**src/rtl/uart_gpio_bridge.sv**
```systemverilog
// uart_gpio_bridge: UART command bridge between a serial host and a GP port.
// 'W' + GP_BYTES bytes writes GPout and answers 'K'. 'R' answers with a GPin
// snapshot, MSB byte first. Any other command answers '?'.
// Optional feature: define UART_GPIO_PARITY_EN for an even parity bit on RX and TX.
`timescale 1ns/1ps
module uart_gpio_bridge #(
   parameter int CLK_HZ   = 50000000,
   parameter int BAUD     = 115200,
   parameter int GP_BYTES = 2
) (
   input  logic                  clk,
   input  logic                  rst_n,
   input  logic                  RxD,
   output logic                  TxD,
   output logic [8*GP_BYTES-1:0] GPout,
   input  logic [8*GP_BYTES-1:0] GPin,
   output logic                  busy,
   output logic                  frame_err,
   output logic                  cmd_err
);
   localparam int GPW  = 8 * GP_BYTES;
   localparam int DIV  = CLK_HZ / BAUD;
   localparam int HALF = DIV / 2;
   localparam int CW   = $clog2(DIV + 1);
   localparam int TOUT = 32 * DIV;
   localparam int TW   = $clog2(TOUT + 2);
   localparam int BCW  = $clog2(GP_BYTES + 1);
`ifdef UART_GPIO_PARITY_EN
   localparam int FRAME_BITS = 11;
`else
   localparam int FRAME_BITS = 10;
`endif

   // ---------------- RX synchroniser ----------------
   logic rxd_meta_q, rxd_sync_q, rxd_prev_q;
   logic rx_fall;

   // Two-flop synchroniser plus one delayed copy for falling-edge detection
   always_ff @(posedge clk or negedge rst_n) begin
      if (!rst_n) begin
         rxd_meta_q <= 1'b1;
         rxd_sync_q <= 1'b1;
         rxd_prev_q <= 1'b1;
      end else begin
         rxd_meta_q <= RxD;
         rxd_sync_q <= rxd_meta_q;
         rxd_prev_q <= rxd_sync_q;
      end
   end

   assign rx_fall = rxd_prev_q & ~rxd_sync_q;

   // ---------------- RX frame FSM ----------------
   typedef enum logic [2:0] {RX_IDLE, RX_START, RX_DATA, RX_PAR, RX_STOP} rx_state_e;
   rx_state_e     rx_state_q, rx_state_d;
   logic [CW-1:0] rx_cnt_q, rx_cnt_d;
   logic [2:0]    rx_bit_q, rx_bit_d;
   logic [7:0]    rx_shift_q, rx_shift_d;
   logic          rx_par_bad_q, rx_par_bad_d;
   logic          rx_valid_q, rx_valid_d;
   logic          frame_err_q, frame_err_d;

   // RX state register; valid/error pulses land one cycle after the stop sample
   always_ff @(posedge clk or negedge rst_n) begin
      if (!rst_n) begin
         rx_state_q   <= RX_IDLE;
         rx_cnt_q     <= '0;
         rx_bit_q     <= '0;
         rx_shift_q   <= '0;
         rx_par_bad_q <= 1'b0;
         rx_valid_q   <= 1'b0;
         frame_err_q  <= 1'b0;
      end else begin
         rx_state_q   <= rx_state_d;
         rx_cnt_q     <= rx_cnt_d;
         rx_bit_q     <= rx_bit_d;
         rx_shift_q   <= rx_shift_d;
         rx_par_bad_q <= rx_par_bad_d;
         rx_valid_q   <= rx_valid_d;
         frame_err_q  <= frame_err_d;
      end
   end

   // RX next state: start re-check at half a bit, then sample every mid-bit
   always_comb begin
      rx_state_d   = rx_state_q;
      rx_cnt_d     = rx_cnt_q;
      rx_bit_d     = rx_bit_q;
      rx_shift_d   = rx_shift_q;
      rx_par_bad_d = rx_par_bad_q;
      rx_valid_d   = 1'b0;
      frame_err_d  = 1'b0;
      case (rx_state_q)
         RX_IDLE: begin
            if (rx_fall) begin
               rx_state_d = RX_START;
               rx_cnt_d   = '0;
            end
         end
         RX_START: begin
            if (rx_cnt_q == CW'(HALF - 1)) begin
               rx_cnt_d     = '0;
               rx_bit_d     = '0;
               rx_par_bad_d = 1'b0;
               rx_state_d   = rxd_sync_q ? RX_IDLE : RX_DATA;
            end else begin
               rx_cnt_d = rx_cnt_q + 1'b1;
            end
         end
         RX_DATA: begin
            if (rx_cnt_q == CW'(DIV - 1)) begin
               rx_cnt_d   = '0;
               rx_shift_d = {rxd_sync_q, rx_shift_q[7:1]};
               rx_bit_d   = rx_bit_q + 1'b1;
               if (rx_bit_q == 3'd7) begin
`ifdef UART_GPIO_PARITY_EN
                  rx_state_d = RX_PAR;
`else
                  rx_state_d = RX_STOP;
`endif
               end
            end else begin
               rx_cnt_d = rx_cnt_q + 1'b1;
            end
         end
         RX_PAR: begin
            if (rx_cnt_q == CW'(DIV - 1)) begin
               rx_cnt_d     = '0;
               rx_par_bad_d = rxd_sync_q ^ (^rx_shift_q);
               rx_state_d   = RX_STOP;
            end else begin
               rx_cnt_d = rx_cnt_q + 1'b1;
            end
         end
         RX_STOP: begin
            if (rx_cnt_q == CW'(DIV - 1)) begin
               rx_cnt_d   = '0;
               rx_state_d = RX_IDLE;
               if (rxd_sync_q && !rx_par_bad_q) rx_valid_d  = 1'b1;
               else                             frame_err_d = 1'b1;
            end else begin
               rx_cnt_d = rx_cnt_q + 1'b1;
            end
         end
         default: rx_state_d = RX_IDLE;
      endcase
   end

   // ---------------- TX engine ----------------
   logic [FRAME_BITS-1:0] tx_shift_q, tx_frame;
   logic [3:0]            tx_bits_q;
   logic [CW-1:0]         tx_cnt_q;
   logic                  tx_active, tx_last, tx_ready, tx_load;
   logic [7:0]            tx_byte;

   assign tx_active = (tx_bits_q != 4'd0);
   assign tx_last   = tx_active && (tx_cnt_q == CW'(DIV - 1)) && (tx_bits_q == 4'd1);
   // A new byte may load in the last stop-bit cycle so frames run back to back
   assign tx_ready  = !tx_active || tx_last;
   assign TxD       = tx_active ? tx_shift_q[0] : 1'b1;
`ifdef UART_GPIO_PARITY_EN
   assign tx_frame  = {1'b1, ^tx_byte, tx_byte, 1'b0};
`else
   assign tx_frame  = {1'b1, tx_byte, 1'b0};
`endif

   // TX shifter: each frame bit held for exactly DIV clocks
   always_ff @(posedge clk or negedge rst_n) begin
      if (!rst_n) begin
         tx_shift_q <= '0;
         tx_bits_q  <= '0;
         tx_cnt_q   <= '0;
      end else if (tx_load) begin
         tx_shift_q <= tx_frame;
         tx_bits_q  <= 4'(FRAME_BITS);
         tx_cnt_q   <= '0;
      end else if (tx_active) begin
         if (tx_cnt_q == CW'(DIV - 1)) begin
            tx_cnt_q   <= '0;
            tx_shift_q <= {1'b1, tx_shift_q[FRAME_BITS-1:1]};
            tx_bits_q  <= tx_bits_q - 1'b1;
         end else begin
            tx_cnt_q <= tx_cnt_q + 1'b1;
         end
      end
   end

   // ---------------- Command FSM ----------------
   typedef enum logic [1:0] {ST_IDLE, ST_WDATA, ST_RESP} cmd_state_e;
   cmd_state_e     st_q, st_d;
   logic [BCW-1:0] byte_cnt_q, byte_cnt_d;
   logic [BCW-1:0] resp_cnt_q, resp_cnt_d;
   logic [GPW-1:0] shadow_q, shadow_d;
   logic [GPW-1:0] gpout_q, gpout_d;
   logic [GPW-1:0] resp_buf_q, resp_buf_d;
   logic [TW-1:0]  gap_q, gap_d;
   logic           cmd_err_q, cmd_err_d;

   // Command state register
   always_ff @(posedge clk or negedge rst_n) begin
      if (!rst_n) begin
         st_q       <= ST_IDLE;
         byte_cnt_q <= '0;
         resp_cnt_q <= '0;
         shadow_q   <= '0;
         gpout_q    <= '0;
         resp_buf_q <= '0;
         gap_q      <= '0;
         cmd_err_q  <= 1'b0;
      end else begin
         st_q       <= st_d;
         byte_cnt_q <= byte_cnt_d;
         resp_cnt_q <= resp_cnt_d;
         shadow_q   <= shadow_d;
         gpout_q    <= gpout_d;
         resp_buf_q <= resp_buf_d;
         gap_q      <= gap_d;
         cmd_err_q  <= cmd_err_d;
      end
   end

   // Command decode; responses are queued MSB byte first in resp_buf
   always_comb begin
      st_d       = st_q;
      byte_cnt_d = byte_cnt_q;
      resp_cnt_d = resp_cnt_q;
      shadow_d   = shadow_q;
      gpout_d    = gpout_q;
      resp_buf_d = resp_buf_q;
      gap_d      = gap_q;
      cmd_err_d  = 1'b0;
      tx_load    = 1'b0;
      tx_byte    = resp_buf_q[GPW-1 -: 8];
      case (st_q)
         ST_IDLE: begin
            if (rx_valid_q) begin
               if (rx_shift_q == 8'h57) begin
                  st_d       = ST_WDATA;
                  byte_cnt_d = '0;
                  gap_d      = '0;
               end else if (rx_shift_q == 8'h52) begin
                  st_d       = ST_RESP;
                  resp_buf_d = GPin;
                  resp_cnt_d = BCW'(GP_BYTES);
               end else begin
                  cmd_err_d  = 1'b1;
                  st_d       = ST_RESP;
                  resp_buf_d = GPW'(8'h3F) << (GPW - 8);
                  resp_cnt_d = BCW'(1);
               end
            end
         end
         ST_WDATA: begin
            if (rx_valid_q) begin
               shadow_d   = GPW'({shadow_q, rx_shift_q});
               byte_cnt_d = byte_cnt_q + 1'b1;
               gap_d      = '0;
               if (byte_cnt_q == BCW'(GP_BYTES - 1)) begin
                  gpout_d    = GPW'({shadow_q, rx_shift_q});
                  st_d       = ST_RESP;
                  resp_buf_d = GPW'(8'h4B) << (GPW - 8);
                  resp_cnt_d = BCW'(1);
               end
            end else if (gap_q == TW'(TOUT)) begin
               st_d = ST_IDLE;
            end else begin
               gap_d = gap_q + 1'b1;
            end
         end
         ST_RESP: begin
            if (rx_valid_q) cmd_err_d = 1'b1;
            if (resp_cnt_q != '0) begin
               if (tx_ready) begin
                  tx_load    = 1'b1;
                  resp_buf_d = GPW'({resp_buf_q, 8'h00});
                  resp_cnt_d = resp_cnt_q - 1'b1;
               end
            end else if (tx_last) begin
               st_d = ST_IDLE;
            end
         end
         default: st_d = ST_IDLE;
      endcase
   end

   assign GPout     = gpout_q;
   assign busy      = (st_q != ST_IDLE);
   assign frame_err = frame_err_q;
   assign cmd_err   = cmd_err_q;

endmodule

```
**config.mk**
```make
export PLATFORM = sky130hd
export DESIGN_NAME = uart_gpio_bridge
export DESIGN_NICKNAME = d
export VERILOG_FILES = /design/src/rtl/uart_gpio_bridge.sv
export SDC_FILE = /design/constraint.sdc
export NUM_CORES = 1
export LEC_CHECK = 0
export BUFFER_PORTS_ARGS = -buffer_cell sky130_fd_sc_hd__buf_2
export CORE_MARGIN = 2
export CORE_UTILIZATION = 60
export CTS_CLUSTER_DIAMETER = 100
export DETAILED_ROUTE_END_ITERATION = 8
export GPL_ROUTABILITY_DRIVEN = 0
export PLACE_DENSITY_LB_ADDON = 0.2
export SYNTH_ARGS = -nofsm -noshare
export SYNTH_HDL_FRONTEND = slang
export SYNTH_SLANG_ARGS = --single-unit
```
**constraint.sdc**
```tcl
create_clock -name clk -period 2.65 [get_ports clk]
set_input_delay 0.1325 -clock clk [delete_from_list [all_inputs] [get_ports clk]]
set_output_delay 0.1325 -clock clk [all_outputs]
set_load 0.005 [all_outputs]
```
Word level (Yosys, flattened, before mapping)
Cells that the tools add are included.
{ "classes": {"bitwise_logic": 3, "n_reduce_logical": 32, "n_eq_ne": 33, "addsub": 7, "n_mux": 75} }
{ "ops": {"columns": ["cell", "count"], "rows": [
  ["two-way mux 16 bit", 7],
  ["two-way mux 14 bit", 4],
  ["two-way mux 9 bit", 6],
  ["one-hot mux 16 bit (3 select lines)", 1],
  ["two-way mux 2 bit", 18],
  ["two-way mux 10 bit", 3],
  ["inequality test 2 bit (second input constant)", 15],
  ["one-hot mux 14 bit (2 select lines)", 1],
  ["one-hot mux 9 bit (3 select lines)", 1],
  ["two-way mux 3 bit", 8],
  ["adder 9 x 1 -> 9 bit (second input constant)", 2],
  ["== test 9 bit (second input constant)", 2],
  ["== test 8 x 7 -> 1 bit (second input constant)", 2],
  ["two-way mux 1 bit", 16],
  ["one-hot mux 3 bit (5 select lines)", 1],
  ["adder 14 x 1 -> 14 bit (second input constant)", 1],
  ["== test 14 bit (second input constant)", 1],
  ["nonzero test 2 bit", 7],
  ["two-way mux 4 bit", 3],
  ["one-hot mux 2 bit (3 select lines)", 2],
  ["== test 9 x 8 -> 1 bit (second input constant)", 1],
  ["inequality test 3 bit (second input constant)", 3],
  ["AND reduction 3 bit", 3],
  ["AND reduction 2 bit", 4],
  ["29 further kinds", 38]
]} }
{ "totals": {"out_inout_bits": 20, "ff_bits": 113, "inputBits": 19, "elab_cells": 171} }

Depth between registers and ports, before layout
{ "logic_depth": {"depth_word": 9, "depth_mapped": 9, "depth_no_buf": 6} }

Worst setup path after synthesis
No wires, ideal clock.
{ "synth_timing": {"path_type": "flip-flop to flip-flop", "from": "register tx_cnt_q[0]", "to": "register resp_buf_q[10]", "path_stages_with_launch": 8, "path_buffers": 2, "setup_time_ns": 0.125, "setup_slack_ns": 0.593, "period_less_slack_ns": 2.057, "required_time_ns": 2.525, "arrival_time_ns": 1.933, "cell_sequence": "dfrtp_1 > ha_1 > and4b_1 > clkbuf_1 > a31o_1 > buf_6 > o2111ai_4 > mux2_2"} }
{ "synth_between": {"elab_chain_len": 6} }
{ "synth_rtl": {"columns": ["item", "line_no", "source"], "rows": [
  ["start, declared", "152", "logic [CW-1:0] tx_cnt_q;"],
  ["start signal, assigned", "183", "tx_cnt_q <= tx_cnt_q + 1'b1;"],
  ["== test 9 bit", "157", "assign tx_last = tx_active && (tx_cnt_q == CW'(DIV - 1)) && (tx_bits_q == 4'd1);"],
  ["logical AND 1 bit (2 in series)", "157", null],
  ["logical OR 1 bit", "159", "assign tx_ready = !tx_active || tx_last;"],
  ["inequality test 2 bit (no line)", null, null],
  ["AND reduction 7 bit (no line)", null, null],
  ["end signal, assigned", "216", "resp_buf_q <= resp_buf_d;"],
  ["end, declared", "195", "logic [GPW-1:0] resp_buf_q, resp_buf_d;"]
]} }
Every way passes these cells.
A chain may end at the register's enable or synchronous reset.

Final worst setup path
{ "layout_timing": {"from": "register gap_q[0]", "to": "register st_q[1]"} }
{ "layout_between": {"elab_chain_len": 3} }
{ "layout_rtl": {"columns": ["item", "line_no", "source"], "rows": [
  ["start, declared", "196", "logic [TW-1:0] gap_q, gap_d;"],
  ["start signal, assigned", "217", "gap_q <= gap_d;"],
  ["== test 14 bit", "264", "end else if (gap_q == TW'(TOUT)) begin"],
  ["inequality test 3 bit (no line)", null, null],
  ["AND reduction 5 bit (no line)", null, null],
  ["end signal, assigned", "211", "st_q <= st_d;"],
  ["end, declared", "190", "cmd_state_e st_q, st_d;"]
]} }
Every way passes these cells.

==> results by group <==
Outcome
  • Status: finished, final reports clean

Route
  • Drt drc: 0
  • Detailed route wirelength on metal3: 539 µm
  • Metal-1 WL: 5.62 mm
  • Vias: 4580
  • Met2 WL post-DR: 6.71 mm
  • WL per Instance: 16.6 µm
  • DRT antenna net count: 0
  • DR pass1 iterations: 4
  • Via density: 5.81
  • Initial DRC Count: 260
  • Top Layer Used: met4
  • Routed WL: 13.1 mm

Timing
  • RSZ-0062 raised after global routing: no
  • Worst setup slack after layout: 0.271 ns
  • Slew Limit Fails: 0
  • Min Tclk post-route: 2.38 ns
  • FMAX: 420 MHz
  • Relative slew slack: 0.451
  • Worst-margin pin slew: 0.820 ns
  • Skew final: 0.00940 ns
  • Final setup fails: 0
  • Final count of hold timing violations: 0
  • Final setup TNS: 0 ns
  • Final worst-path cycle share: 0.898

Yosys
  • Ys flop type: dfrtp_1
  • Compound-gate portion of the synthesized area: 0.154
  • Cells after Synth: 578
  • Yosys warns: 0
  • Post-synthesis cell type count: 68
  • Post-synthesis mux area share: 0.108
  • Post-Synth XOR/XNOR Area: 0.0161
  • Synth Cell Area: 0.00597 mm²
  • FFs w/ async S/R, synth: 1.00
  • Mean Syn Cell Area: 10.3 µm²
  • FF+latch count, synth: 113
  • Register area share after synthesis: 0.474
  • Post-Synth Simple-Gate Area: 0.146
  • Post-synth EDFFs: 0
  • Main combinational cell family by area after synthesis: compound AO/OA/AOI/OAI gates
  • Adder-Cell Fraction of Synth Area: 0.0503
  • Mapped Nets: 621

Worst setup path
  • Startpoint types: flop
  • Worst r2r path cells: 6
  • Crit-path max FO: 9
  • WP data arrival: 2.79 ns
  • Critical path capture point type: flop
  • Critical R2R Launch: gap_q[0]
  • Crit path required time: 3.06 ns
  • R2R Path End: st_q[1]
  • Crit Path Category: reg -> reg
  • Reg2reg setup slack: 0.27 ns

Power
  • Max VDD drop: 0.632 mV
  • P per Cell Area: 643 mW/mm²
  • Leakage: 3.30 nW

Clocking
  • Max Root-Sink Buffers: 2
  • Post-CTS Setup Bufs: 0
  • Clk_lat worst skew: 0.54 ns
  • CTS root buf: clkbuf_8
  • CTS tree: done
  • Clock sink total: 113
  • Num CTS Buffers: 17
  • # H-tree levels: 4
  • Clk slew on worst S/H paths: 0.06 ns

Run
  • Max-cap violations: 0

GRT
  • First-pass GRT wire length: 22.4 mm
  • Gr ovfl total: 0
  • Largest net degree at the start of global routing: 47
  • Vias in the first global route: 4569
  • Initial antenna violation count: 0
  • All-Layer GR Usage: 0.260

Hold path
  • Hold_sp: GPin[13]
  • Hold Path Class: in -> reg
  • Hold Path Stages: 4
  • Hold Path Sink: resp_buf_q[13]

Die
  • Core ar.: 0.00973 mm²
  • Die area: 0.0108 mm²
  • Width of the die: 104 µm
  • Starting density of the core: 0.614
  • I/O pin cnt: 39
  • Std-Cell Rows: 36
  • Die Ht: 104 µm

Layout
  • Syn-to-layout area delta: 19.3%
  • Nets: 685
  • Fraction of layout cells with a size suffix above 1: 0.206
  • # diodes: 0
  • Post-Layout Cell Count: 788

Placement
  • Placed insts: 741
  • IO buf count: 38
  • Pre-CTS WS: 0.342 ns
  • Post-DP HPWL: 8.50 mm
==> stage by stage <==
stage | power [mW] | utilization | hold slack (ns) | area, µm²
2_1_floorplan | 2.01 | - | -0.163 | 5970
3_3_place_gp | 2.10 | 0.651 | 0.187 | 6340
3_5_place_dp | 2.12 | 0.651 | 0.189 | 6340
4_1_cts | 4.60 | 0.732 | 0.0108 | 7120
5_1_grt | 4.74 | 0.732 | 0.0791 | 7120
6_report | 4.58 | 0.732 | 0.0819 | 7120
==> cell usage in the layout (no fill, tap or decap), types with 22 or more instances in the layout <==
master and instances:
mux2i_1 33, nand2_1 48, ha_1 24, buf_2 37, nand3_1 25, o21ai_0 62
mux2_2 25, dfrtp_1 110, nor2_1 22, inv_1 44
==> final cells by class <==
class                   count  area, µm²
clock buffers              17        414
clock inverters            15        220
fillers                   686       2610
inverters                  45        169
multi-input cells         394       2830
flip-flops and latches    113       2830
well taps                 133        166
repair buffers             71        490
==> how the worst max path moves through the flow <==
stage | start | endpoint | slack [ns] | cells after the start
4_1_cts | gap_q[0] | st_q[1] | 0.29 | 6
3_3_place_gp | gap_q[0] | st_q[1] | 0.40 | 6
2_1_floorplan | tx_cnt_q[0] | resp_buf_q[10] | 0.59 | 7
6_report | gap_q[0] | st_q[1] | 0.27 | 6
3_5_place_dp | gap_q[0] | st_q[1] | 0.34 | 6
5_1_grt | gap_q[0] | st_q[1] | 0.18 | 6
==> per-layer routing <==
| layer | global-route usage | vias up |
|---|---|---|
| met5 | 0 | - |
| met4 | 0.0917 | 0 |
| met3 | 0.0623 | 15 |
| met2 | 0.435 | 120 |
| met1 | 0.334 | 2234 |
| li1 | - | 2211 |
==> kinds of logic after synthesis <==
logic type / Yosys count
fa+ha+maj: 24
xor+xnor: 11
compound gates: 139
mux: 60
flops: 113
buf+inv: 71
simple gates: 160
==> critical path, cell delays in order, from the launching register on <==
cell and delay [ns]:
dfrtp_1 0.40, inv_1 0.11, ha_1 0.14, or4bb_1 0.53
nor4_4 0.56, o221ai_2 0.20, mux2_4 0.32
==> repair_timing <==
action / in CTS / in global routing
hold buffers: 15 / 0
endpoints found under the hold margin: 57 / 0
resized for setup: 0 / 0
==> power by group <==
part	internal [mW]	switching (mW)	leakage (nW)
clock	1.56	0.903	0.309
sequential	1.77	0.0689	1.54
combinational	0.118	0.157	1.46
==> cell usage after synthesis, types with 2 or more instances <==
cell type    n  area share
nor3_1       6      0.0050
dfrtp_1    110        0.46
a31oi_1      3      0.0031
dfstp_2      3       0.013
o22ai_1      8      0.0084
nand3_1     25       0.021
mux2_2      25       0.047
o21bai_1    14       0.018
a22o_1       2      0.0029
nor2b_1      9      0.0094
or2_2        2      0.0021
nor2_1      22       0.014
and4b_1      3      0.0050
and4bb_2     2      0.0042
and3b_1      2      0.0029
ha_1        24       0.050
and2_1       3      0.0031
or4_1        2      0.0025
o221ai_1     4      0.0059
o21a_1       2      0.0025
a2111oi_0    4      0.0059
o211ai_1     4      0.0050
buf_2        6      0.0050
inv_1       44       0.028
a21oi_1     11      0.0092
and4_1       3      0.0044
nand4_1      9      0.0094
xnor2_1      7       0.010
nand2b_1     4      0.0042
a211oi_1     8       0.010
nor3b_1      3      0.0038
mux2_4       2      0.0050
nand2_1     48       0.030
and3_1       6      0.0063
clkbuf_1    14      0.0088
xor2_1       4      0.0059
buf_6        2      0.0038
buf_4        2      0.0025
mux2i_1     33       0.055
or3b_2       3      0.0044
o21ai_0     62       0.052
a21o_1       2      0.0025
==> flip-flops by register name, summed over array words and instances (netlist names), 2 cells and up <==
register,cells
st_q,2
rx_cnt_q,9
resp_buf_q,16
gap_q,14
rx_bit_q,3
shadow_q,8
GPout,16
tx_shift_q,10
tx_bits_q,4
resp_cnt_q,2
byte_cnt_q,2
rx_shift_q,8
rx_state_q,3
tx_cnt_q,9
No activity file was read; power rests on OpenSTA's default activity.
